File: config.mk
export PLATFORM = sky130hd
export DESIGN_NAME = register_file
export DESIGN_NICKNAME = d
export VERILOG_FILES = /design/src/rtl/register_file_pkg.sv /design/src/rtl/reg_scoreboard.sv /design/src/rtl/register_file.sv
export SDC_FILE = /design/constraint.sdc
export NUM_CORES = 1
export LEC_CHECK = 0
export ABC_CLOCK_PERIOD_IN_PS = 27700
export CORE_UTILIZATION = 30
export DETAILED_ROUTE_END_ITERATION = 12
export PLACE_DENSITY = 0.45
export SLEW_MARGIN = 20
export SYNTH_ARGS = -nofsm -noshare
export SYNTH_HDL_FRONTEND = slang
export SYNTH_SLANG_ARGS = --single-unit
File: constraint.sdc
create_clock -name clk -period 27.7 [get_ports clk]
set_input_delay 5.54 -clock clk [delete_from_list [all_inputs] [get_ports clk]]
set_output_delay 5.54 -clock clk [all_outputs]
set_load 0.05 [all_outputs]
File: src/rtl/register_file_pkg.sv
// Shared widths and scoreboard types for the operand-fetch register file.
// RA_IDX is the call link register the OF stage claims for call instructions.
package register_file_pkg;

  localparam int DATA_W   = 32;
  localparam int ADDR_W   = 4;
  localparam int NUM_REGS = 16;
  localparam int RA_IDX   = 15;
  localparam int CNT_W    = 2;

  typedef logic [CNT_W-1:0] pend_cnt_t;

  localparam pend_cnt_t CNT_MAX  = '1;
  localparam pend_cnt_t CNT_ZERO = '0;
  localparam pend_cnt_t CNT_ONE  = pend_cnt_t'(1);

endpackage

File: src/rtl/reg_scoreboard.sv
// Per-register saturating pending-write counters with a sticky over/underflow flag.
// Latency: counters update on the clk edge; the read-side counter taps are combinational.
// Backpressure: none here; the caller gates claims with stall before they reach this block.
module reg_scoreboard
  import register_file_pkg::*;
#(
  parameter int ADDR_W = register_file_pkg::ADDR_W
) (
  input  logic              clk,
  input  logic              reset,
  input  logic              claim_en,
  input  logic [ADDR_W-1:0] claim_addr,
  input  logic              wb_en,
  input  logic [ADDR_W-1:0] wb_addr,
  input  logic [ADDR_W-1:0] rd_addr_a,
  input  logic [ADDR_W-1:0] rd_addr_b,
  output pend_cnt_t         cnt_a,
  output pend_cnt_t         cnt_b,
  output logic              sb_ovf
);

  localparam int NUM = 1 << ADDR_W;

  pend_cnt_t      cnt     [NUM];
  pend_cnt_t      cnt_nxt [NUM];
  logic [NUM-1:0] claim_hit;
  logic [NUM-1:0] wb_hit;
  logic           err;

  always_comb begin
    claim_hit             = '0;
    wb_hit                = '0;
    claim_hit[claim_addr] = claim_en;
    wb_hit[wb_addr]       = wb_en;
  end

  // A claim and a write-back to the same index cancel out and leave the count alone.
  always_comb begin
    err = 1'b0;
    for (int i = 0; i < NUM; i++) begin
      cnt_nxt[i] = cnt[i];
      if (claim_hit[i] && !wb_hit[i]) begin
        if (cnt[i] == CNT_MAX) err = 1'b1;
        else                   cnt_nxt[i] = cnt[i] + CNT_ONE;
      end else if (wb_hit[i] && !claim_hit[i]) begin
        if (cnt[i] == CNT_ZERO) err = 1'b1;
        else                    cnt_nxt[i] = cnt[i] - CNT_ONE;
      end
    end
  end

  always_ff @(posedge clk or posedge reset) begin
    if (reset) begin
      for (int i = 0; i < NUM; i++) cnt[i] <= CNT_ZERO;
      sb_ovf <= 1'b0;
    end else begin
      for (int i = 0; i < NUM; i++) cnt[i] <= cnt_nxt[i];
      if (err) sb_ovf <= 1'b1;
    end
  end

  assign cnt_a = cnt[rd_addr_a];
  assign cnt_b = cnt[rd_addr_b];

endmodule

File: src/rtl/register_file.sv
// Two-read/one-write flop register file with write-through bypass and a hazard scoreboard.
// Latency: reads are combinational; writes and claims commit on the rising clk edge.
// Backpressure: stall holds OF while a consumed operand has an unresolved pending write.
module register_file
  import register_file_pkg::*;
#(
  parameter int DATA_W = register_file_pkg::DATA_W,
  parameter int ADDR_W = register_file_pkg::ADDR_W
) (
  input  logic              clk,
  input  logic              reset,
  input  logic [ADDR_W-1:0] rd_addr_a,
  input  logic [ADDR_W-1:0] rd_addr_b,
  input  logic              use_a,
  input  logic              use_b,
  output logic [DATA_W-1:0] rd_data_a,
  output logic [DATA_W-1:0] rd_data_b,
  input  logic              wb_en,
  input  logic [ADDR_W-1:0] wb_addr,
  input  logic [DATA_W-1:0] wb_data,
  input  logic              claim_en,
  input  logic [ADDR_W-1:0] claim_addr,
  output logic              busy_a,
  output logic              busy_b,
  output logic              stall,
  output logic              sb_ovf
);

  localparam int NUM = 1 << ADDR_W;

  logic [DATA_W-1:0] regs [NUM];
  pend_cnt_t         cnt_a;
  pend_cnt_t         cnt_b;
  logic              byp_a;
  logic              byp_b;
  logic              claim_ok;

  always_ff @(posedge clk or posedge reset) begin
    if (reset) begin
      for (int i = 0; i < NUM; i++) regs[i] <= '0;
    end else if (wb_en) begin
      regs[wb_addr] <= wb_data;
    end
  end

  assign byp_a = !reset && wb_en && (wb_addr == rd_addr_a);
  assign byp_b = !reset && wb_en && (wb_addr == rd_addr_b);

  always_comb begin
    rd_data_a = '0;
    rd_data_b = '0;
    if (byp_a)       rd_data_a = wb_data;
    else if (!reset) rd_data_a = regs[rd_addr_a];
    if (byp_b)       rd_data_b = wb_data;
    else if (!reset) rd_data_b = regs[rd_addr_b];
  end

  // The last outstanding write arriving this cycle is forwarded, so it no longer blocks.
  assign busy_a = !reset && (cnt_a != CNT_ZERO) && !(byp_a && cnt_a == CNT_ONE);
  assign busy_b = !reset && (cnt_b != CNT_ZERO) && !(byp_b && cnt_b == CNT_ONE);

  assign stall    = (busy_a & use_a) | (busy_b & use_b);
  assign claim_ok = claim_en & ~stall;

  reg_scoreboard #(
    .ADDR_W (ADDR_W)
  ) u_scoreboard (
    .clk        (clk),
    .reset      (reset),
    .claim_en   (claim_ok),
    .claim_addr (claim_addr),
    .wb_en      (wb_en),
    .wb_addr    (wb_addr),
    .rd_addr_a  (rd_addr_a),
    .rd_addr_b  (rd_addr_b),
    .cnt_a      (cnt_a),
    .cnt_b      (cnt_b),
    .sb_ovf     (sb_ovf)
  );

endmodule

After elaboration in Yosys (flattened, before gate mapping):

Cells that the tools add are included.

* register bits: 545
* bits of input ports: 54

* $add $sub $neg: 32
* equal/unequal tests: 52
* bitwise logic cells: 10
* reduce and logical (&&, ||, !) cells: 129
* magnitude comparators: 8
* multiplexer cells: 151

Operators with widths (count)
* 512-bit bitwise mux: 1
* 32-bit 2-to-1 mux: 9
* 32-bit binary-select mux with 4-bit select: 2
* 2-bit 2-to-1 mux: 68
* 32-bit demux with 4-bit select: 1
* 1-bit 2-to-1 mux: 66
* 3-bit AND reduction: 16
* 1-bit logical AND: 44
* 2-bit nonzero test: 18
* 1-bit logical NOT: 35
* 2-bit by 1-bit adder with 2-bit output, second input constant: 16
* 16-bit AND: 2
* 2-bit == test, second input constant: 16
* 2-bit logical NOT: 16
* 2-bit by 1-bit != test with 1-bit output, second input constant: 16
* 2-bit != test, second input constant: 16
* 2-bit by 1-bit subtractor with 2-bit output, second input constant: 16
* 2-bit binary-select mux with 4-bit select: 2
* 5-bit greater-or-equal comparator, second input constant: 3
* 4-bit inverter with 5-bit output: 3
* 4-bit by 5-bit < comparator with 1-bit output, second input constant: 2
* 1-bit demux with 4-bit select: 2
* 4-bit == test: 2
* 4-bit by 1-bit greater-or-equal comparator with 1-bit output, second input constant: 2
* other kinds (5): 8

Longest topological paths before layout:

Gate-level depths: netlist of run 1.

* depth in word-level cells: 62
* mapped depth: 14
* mapped depth without buffers: 10

Cells and area by module:

Synthesis of run 1 repeated with hierarchy kept, for this count alone.

* cells, all modules: 2112
* area, all modules: 30715.7 µm²

Modules (own cells, without submodules)
* register_file: cells each 1782, instances 1, area an instance 27604.0 µm²
* reg_scoreboard: cells each 330, instances 1, area an instance 3111.7 µm²

Worst setup path before layout of run 1:

No wires, ideal clock.

* path type: input to output
* from: input reset
* to: output rd_data_b[10]
* data arrival time: 19085 ps
* stages on the path: 5
* slack: 3075 ps
* buffers on the path: 1
* path through: inv_1 -> nand2_1 -> nor3_1 -> clkbuf_1 -> a22o_1

* longest elaborated chain between the ends: 4
* elaborated cells between the ends (all ways): 5
* classes of those cells: 2 x mux; 3 x reduce/logical

RTL lines
* start: declaration: line register_file.sv:11 `input logic reset,`
* 1-bit logical NOT (no source line)
* 1-bit logical AND (2 in series): line register_file.sv:47 `assign byp_b = !reset && wb_en && (wb_addr == rd_addr_b);`
* 32-bit 2-to-1 mux (*): line register_file.sv:54 `if (byp_b) rd_data_b = wb_data;`
* end: declaration: line register_file.sv:17 `output logic [DATA_W-1:0] rd_data_b,`

Every way passes the cells marked *; elsewhere a longest branch is shown, timed or not.

Worst setup path in the final report of run 1:

* from: input rd_addr_a[0]
* to: output rd_data_a[10]

* longest elaborated chain between the ends: 6
* elaborated cells between the ends (all ways): 8
* classes of those cells: 1 x eq/ne; 5 x mux; 1 x bitwise; 1 x reduce/logical

RTL lines
* start: declaration: line register_file.sv:12 `input logic [ADDR_W-1:0] rd_addr_a,`
* 4-bit inverter with 5-bit output (implied by the code): line register_file.sv:53 `else if (!reset) rd_data_a = regs[rd_addr_a];`
* 32-bit binary-select mux with 4-bit select: line register_file.sv:53
* 32-bit 2-to-1 mux (implied by the code) (2 in series): line register_file.sv:53
* 32-bit 2-to-1 mux: line register_file.sv:53
* 32-bit 2-to-1 mux (*): line register_file.sv:52 `if (byp_a) rd_data_a = wb_data;`
* end: declaration: line register_file.sv:16 `output logic [DATA_W-1:0] rd_data_a,`

Every way passes the cells marked *; elsewhere a longest branch is shown, timed or not. The select of a mux whose other input is x is not followed.

==> results of run 1 <==
[logic make-up after synthesis]
logic type / count (synthesis)
AO/OA/AOI/OAI: 166
XOR/XNOR: 10
buffers and inverters: 268
flip-flops: 545
multiplexers: 675
AND/OR/NAND/NOR: 750
[routing by layer]
metal	GRT usage	share of wire	vias up
li1	-	-	8875
met1	0.2840	0.44	11326
met2	0.3283	0.48	642
met3	0.04047	0.064	140
met4	0.05316	0.020	2
met5	0	0.00012	-
[power groups by stage]
stage | Combinational (mW) | Clock [mW] | Sequential, mW
6_report | 0.679 | 0.882 | 1.12
5_1_grt | 0.727 | 0.937 | 1.15
4_1_cts | 0.686 | 0.908 | 1.12
3_5_place_dp | 0.683 | 0 | 1.13
3_3_place_gp | 0.669 | 0 | 1.12
2_1_floorplan | 0.542 | 0 | 1.07
[worst max-delay path, cell delays in order]
cell	delay, ns
buf_8	0.54
buf_4	0.85
buf_4	0.76
mux4_2	0.61
mux4_2	0.54
a22o_1	0.24
clkdlybuf4s50_1	0.74
[cell type report]
type | count | area, µm²
clock buffer | 98 | 1916
timing repair buffer | 169 | 1582
sequential | 545 | 13640
multi-input combinational | 1601 | 15810
antenna | 3 | 7.507
tap | 1298 | 1624
clock inverter | 18 | 229.0
fill | 9719 | 65250
inverter | 22 | 90.09
[cells in the final DEF, fill, tap and decap left out, drive strengths merged, types with 7 or more instances in the layout]
cell / netlist / layout
xnor2: 8 / 8
a31oi: 8 / 8
clkbuf: 170 / 98
nand4: 14 / 14
mux2i: 20 / 20
nand2: 602 / 602
clkdlybuf4s50: 0 / 113
o21ai: 19 / 19
nor2: 41 / 41
buf: 76 / 56
nor2b: 8 / 8
and3: 7 / 7
a21oi: 36 / 36
mux4: 331 / 331
a22o: 64 / 64
nor3: 19 / 19
nand3: 26 / 26
inv: 22 / 24
mux2: 324 / 324
dfrtp: 545 / 545
clkinv: 0 / 10
nand2b: 8 / 8
[path summary, 6_finish.rpt]
path	start	to	cells after the start
max reg2reg	u_scoreboard.cnt[14]	u_scoreboard.sb_ovf	10
max in group asynchronous	reset	regs[67]	4
min in group asynchronous	reset	u_scoreboard.cnt[14]	2
min	regs[19]	regs[19]	2
min reg2reg	regs[19]	regs[19]	2
max	rd_addr_a[0]	rd_data_a[10]	7
[state kept, by name (all words and copies together) (netlist names)]
| name | flops |
|---|---|
| regs | 512 |
| u_scoreboard.cnt | 32 |
| u_scoreboard.sb_ovf | 1 |
[through the flow]
stage / hold WS (ns) / std cells / power [mW] / worst slack (ns) / utilization
final: 0.4934 / 3754 / 2.686 / 12.20 / 0.3485
after CTS: 0.4962 / 3751 / 2.715 / 12.05 / 0.3484
after global routing: 0.5105 / 3754 / 2.815 / 11.86 / 0.3485
after floorplan: 0.4572 / 2414 / 1.617 / 3.075 / -
after global placement: 0.4707 / 3635 / 1.789 / 12.10 / 0.3270
after detailed placement: 0.4825 / 3635 / 1.818 / 12.05 / 0.3270
==> run summary, run 1 <==
status: completed
endpoints failing setup: 0
initial antenna violation count: 6
Period minus WS final: 15.50 ns
FFs w/ async S/R, synth: 1.000
register-to-register setup slack: 24.25 ns
Slew @ Worst Pin: 1.083 ns
Placed Area: 32750 µm²
Reg power frac: 0.419
fin area: 34900 µm²
Clock Tree Buf Depth: 3
vias per cell: 5.590
Worst setup SP type: input port
Rows: 116
synth top area cells: dfrtp_1 (45%), mux4_2 (25%), mux2_2 (12%), nand2_1 (7.4%), clkbuf_1 (2.1%)
die height: 320.2 µm
WP data required: 22.16 ns
mux share of post-synthesis cell area: 0.3721
clock slew at reported path FFs: 0.05 ns
Yosys top cell area share: 0.4490
Post-CTS Setup Repair Bufs: 0
Yosys reg bits: 545
main combinational cell family by area after synthesis: multiplexers
WL per Instance: 27.61 µm
YS warnings: 0
Post-synth top cells: nand2_1 (602), dfrtp_1 (545), mux4_2 (331)
first-pass GRT wire length: 155100 µm
logic gate share of total power: 0.253
final worst path period share: 0.5596
Slew Limit Fails: 0
Overflow after GRT: 0
Slew Limit Headroom: 0.2777
RePlAce Congestion: 0.8139
layout cell share with drive strength beyond 1: 0.3437
largest net degree at the start of global routing: 167
detailed-route DRC error count: 0
CTS Buf Count: 67
Compound-Gate Fraction of Synth Area: 0.04074
GRT Util Overall: 0.2051
die width: 320.2 µm
boundary pin count: 122
RSZ-0062 raised after global routing: no
sw frac: 0.3021
VDD IR-drop max: 0.04099 mV
DRT Wirelength: 103700 µm
register area share after synthesis: 0.4490
Starting Density: 0.3033
die area: 102500 µm²
Post-synth EDFFs: 0
vias in the first global route: 22176
DP HPWL: 57920 µm
area leader, netlist: dfrtp_1
TritonCTS clock tree: done
root buffer cell: clkbuf_16
final antenna-violating net count: 0
Synth Area in Simple Gates: 0.1005
Critical Path AT: 9.96 ns
Area growth syn-to-layout: 14.89%
f_max: 64.51 MHz
NetSw: 0.8115 mW
Fin Clk Skew: 0.01474 ns
CTS Hold Bufs: 0
Mapped Area: 30370 µm²
CP Capture Type: output pin
count leader, synth: nand2_1
Post-Synth XOR/XNOR Area: 0.002884
Syn Area/Cell: 12.58 µm²
P_int: 1.875 mW
setup TNS: 0 ns
final-report hold violation count: 0
Pre-antenna DRT Iters: 5
unique cell type count in the Yosys netlist: 61
Synth Area in Adders: 0
IO Port Bufs: 121
Syn Inst Count: 2414
PwrDens: 76.97 nW/µm²
CTS-repair resized insts: 0
Nets: 2460
Core ar.: 100100 µm²
CP max FO: 64
CTS H-Tree Depth: 3
clk_lat worst skew: 0.61 ns
ys flop type: dfrtp_1
total number of vias: 20985
share of total power in the clock network: 0.328
clock sink count: 545
critical path class: in2out
HP Class: reg2reg
DR iter-0 viols: 1817
P_leak: 14.73 nW
Syn Nets: 2468
maxcap violations: 0
(Power assumes the default switching activity.)
==> run 2: changes to the inputs <==
ABC_CLOCK_PERIOD_IN_PS = 13700   (was 27700)
PLACE_DENSITY = 0.47   (was 0.45)
clock period = 13.7 ns   (was 27.7 ns; I/O delays follow)
==> run summary, run 2 (synthesized netlist as in run 1, its figures left out) <==
WL per Instance: 27.26 µm (-1.3%)
WP data required: 10.96 ns (-11.20 ns)
VDD IR-drop max: 0.06974 mV (+70%)
CTS-repair resized insts: 0 (unchanged)
vias in the first global route: 22164 (-0.054%)
Rows: 116 (unchanged)
Critical Path AT: 7.22 ns (-2.74 ns)
first-pass GRT wire length: 152800 µm (-1.4%)
Top reg by flops: regs
commonest non-fill, non-tap cell in the layout: nand2_1
final core occ: 0.3499 (+0.001450)
Slew @ Worst Pin: 1.109 ns (+0.02610 ns)
final worst slack: 3.738 ns (-8.460 ns)
GR peak layer: met2
GRT Util Overall: 0.2017 (-0.003348)
Crit-path slowest cell: clkinvlp_4
largest net degree at the start of global routing: 175 (+4.8%)
pre-CTS setup slack: 3.628 ns (-8.418 ns)
clock slew at reported path FFs: 0.05 ns (about the same)
CTS Buf Count: 66 (-1.5%)
Worst Path Buf+Inv: 5 (+1)
endpoints failing setup: 0 (unchanged)
Regs by FF count: regs: 512 flops, u_scoreboard.cnt: 32 flops, u_scoreboard.sb_ovf: 1 flops
CP max FO: 40 (-38%)
Clock Tree Buf Depth: 3 (unchanged)
RSZ-0062 raised after global routing: no
status: completed
Worst setup SP type: input port
maxcap violations: 0 (unchanged)
Nets: 2456 (-0.16%)
boundary pin count: 122 (unchanged)
TritonCTS clock tree: done
RePlAce Congestion: 0.8340 (+2.5%)
Pre-antenna DRT Iters: 5 (unchanged)
CP max stage delay: 0.88 ns (+0.03 ns)
total number of vias: 21076 (+0.43%)
GR Util met3: 0.04066 (+0.0001894)
root buffer cell: clkbuf_16
Period minus WS final: 9.962 ns
detailed-route DRC error count: 0 (unchanged)
# diodes: 0 (-3)
crit path cell chain: clkdlybuf4s50_1, clkinvlp_4, nand2_1, nor3_2, buf_4, nor2_4, buf_4, a22o_2, clkdlybuf4s50_1
met2 GRT Util: 0.3107 (-0.01755)
final worst path period share: 0.7272
die width: 320.2 µm (unchanged)
met1 Use GR: 0.2883 (+0.004224)
initial antenna violation count: 0 (-6)
layout cell share with drive strength beyond 1: 0.3720 (+0.02833)
P_leak: 14.79 nW (+0.40%)
max reg flops: 512 (unchanged)
die area: 102500 µm² (unchanged)
CTS Hold Bufs: 0 (unchanged)
final antenna-violating net count: 0 (unchanged)
die height: 320.2 µm (unchanged)
Fin Clk Skew: 0.01907 ns (+0.004338 ns)
Overflow after GRT: 0 (unchanged)
PwrDens: 154.0 nW/µm² (+100%)
IO Port Bufs: 121 (unchanged)
DR iter-0 viols: 2055 (+13%)
Post-CTS Setup Repair Bufs: 0 (unchanged)
clk_lat worst skew: 0.60 ns (about the same)
DRT Wirelength: 102100 µm (-1.5%)
CTS H-Tree Depth: 3 (unchanged)
critical path class: in2out
f_max: 100.4 MHz
Area growth syn-to-layout: 15.37%
DP HPWL: 55180 µm (-4.7%)
HP Class: reg2reg
CP Capture Type: output pin
most frequent cells in the layout: nand2_1 (595), dfrtp_1 (545), mux4_2 (331), mux2_2 (324), clkdlybuf4s50_1 (113)
Core ar.: 100100 µm² (unchanged)
Slew Limit Headroom: 0.2586 (-0.01916)
CP top delay family: buffers and inverters
final-report hold violation count: 0 (unchanged)
Starting Density: 0.3033 (unchanged)
Slew Limit Fails: 0 (unchanged)
vias per cell: 5.625 (+0.62%)
clock sink count: 545 (unchanged)
run 2: changes by cell type in the layout (fill, tap and decap cells not counted), sizes merged:
| cell | before | now |
|---|---|---|
| clkinv | 10 | 9 |
| diode | 3 | 0 |
| clkbuf | 98 | 99 |
| buf | 56 | 53 |
| inv | 24 | 25 |
| bufinv | 5 | 1 |
| clkinvlp | 1 | 3 |
run 2: worst paths after layout:
check,start,end,cells past startpoint,slack (ns)
setup / recovery,reset,rd_data_a[6],9,3.74
hold / removal,regs[32],regs[32],2,0.49
setup reg to reg,u_scoreboard.cnt[17],u_scoreboard.sb_ovf,10,10.19
hold reg to reg,regs[32],regs[32],2,0.49
max in group asynchronous,reset,regs[214],5,8.35
min in group asynchronous,reset,u_scoreboard.cnt[27],2,3.05
run 2: metrics by stage:
step / setup TNS (ns) / hold slack [ns] / total power, mW / instances / area [µm²]
2_1_floorplan: -67.58 / 0.4572 / 3.285 / 2414 / 30520
3_3_place_gp: 0 / 0.4698 / 3.628 / 3630 / 32860
4_1_cts: 0 / 0.4938 / 5.454 / 3745 / 34980
5_1_grt: 0 / 0.5185 / 5.667 / 3747 / 35040
3_5_place_dp: 0 / 0.4797 / 3.687 / 3630 / 32860
6_report: 0 / 0.4912 / 5.397 / 3747 / 35040
run 2: layer usage:
layer,wire length [µm],vias up
met5,0,-
met4,2281,0
met3,7364,137
met2,46950,740
met1,45540,11340
li1,-,8859
run 2: power by group:
group	internal [mW]	switching, mW
Combinational	0.769	0.630
Sequential	1.97	0.292
Clock	1.02	0.715
run 2: worst reg2reg max path, stage by stage (launching register included):
cell	delay, ns
dfrtp_1	0.44
mux4_2	0.53
a2bb2oi_1	0.16
a22oi_2	0.29
o211a_1	0.17
and3_1	0.14
buf_4	0.34
a2111oi_1	0.17
a2111oi_2	0.41
o2111ai_1	0.20
or4_1	0.54
run 2: layout make-up:
type	instances	area [µm²]
Fill cell	9678	65100
Multi-Input combinational cell	1601	15950
Sequential cell	545	13640
Clock buffer	99	1978
Tap cell	1298	1624
Timing Repair Buffer	166	1615
Clock inverter	16	148.9
Inverter	22	90.09
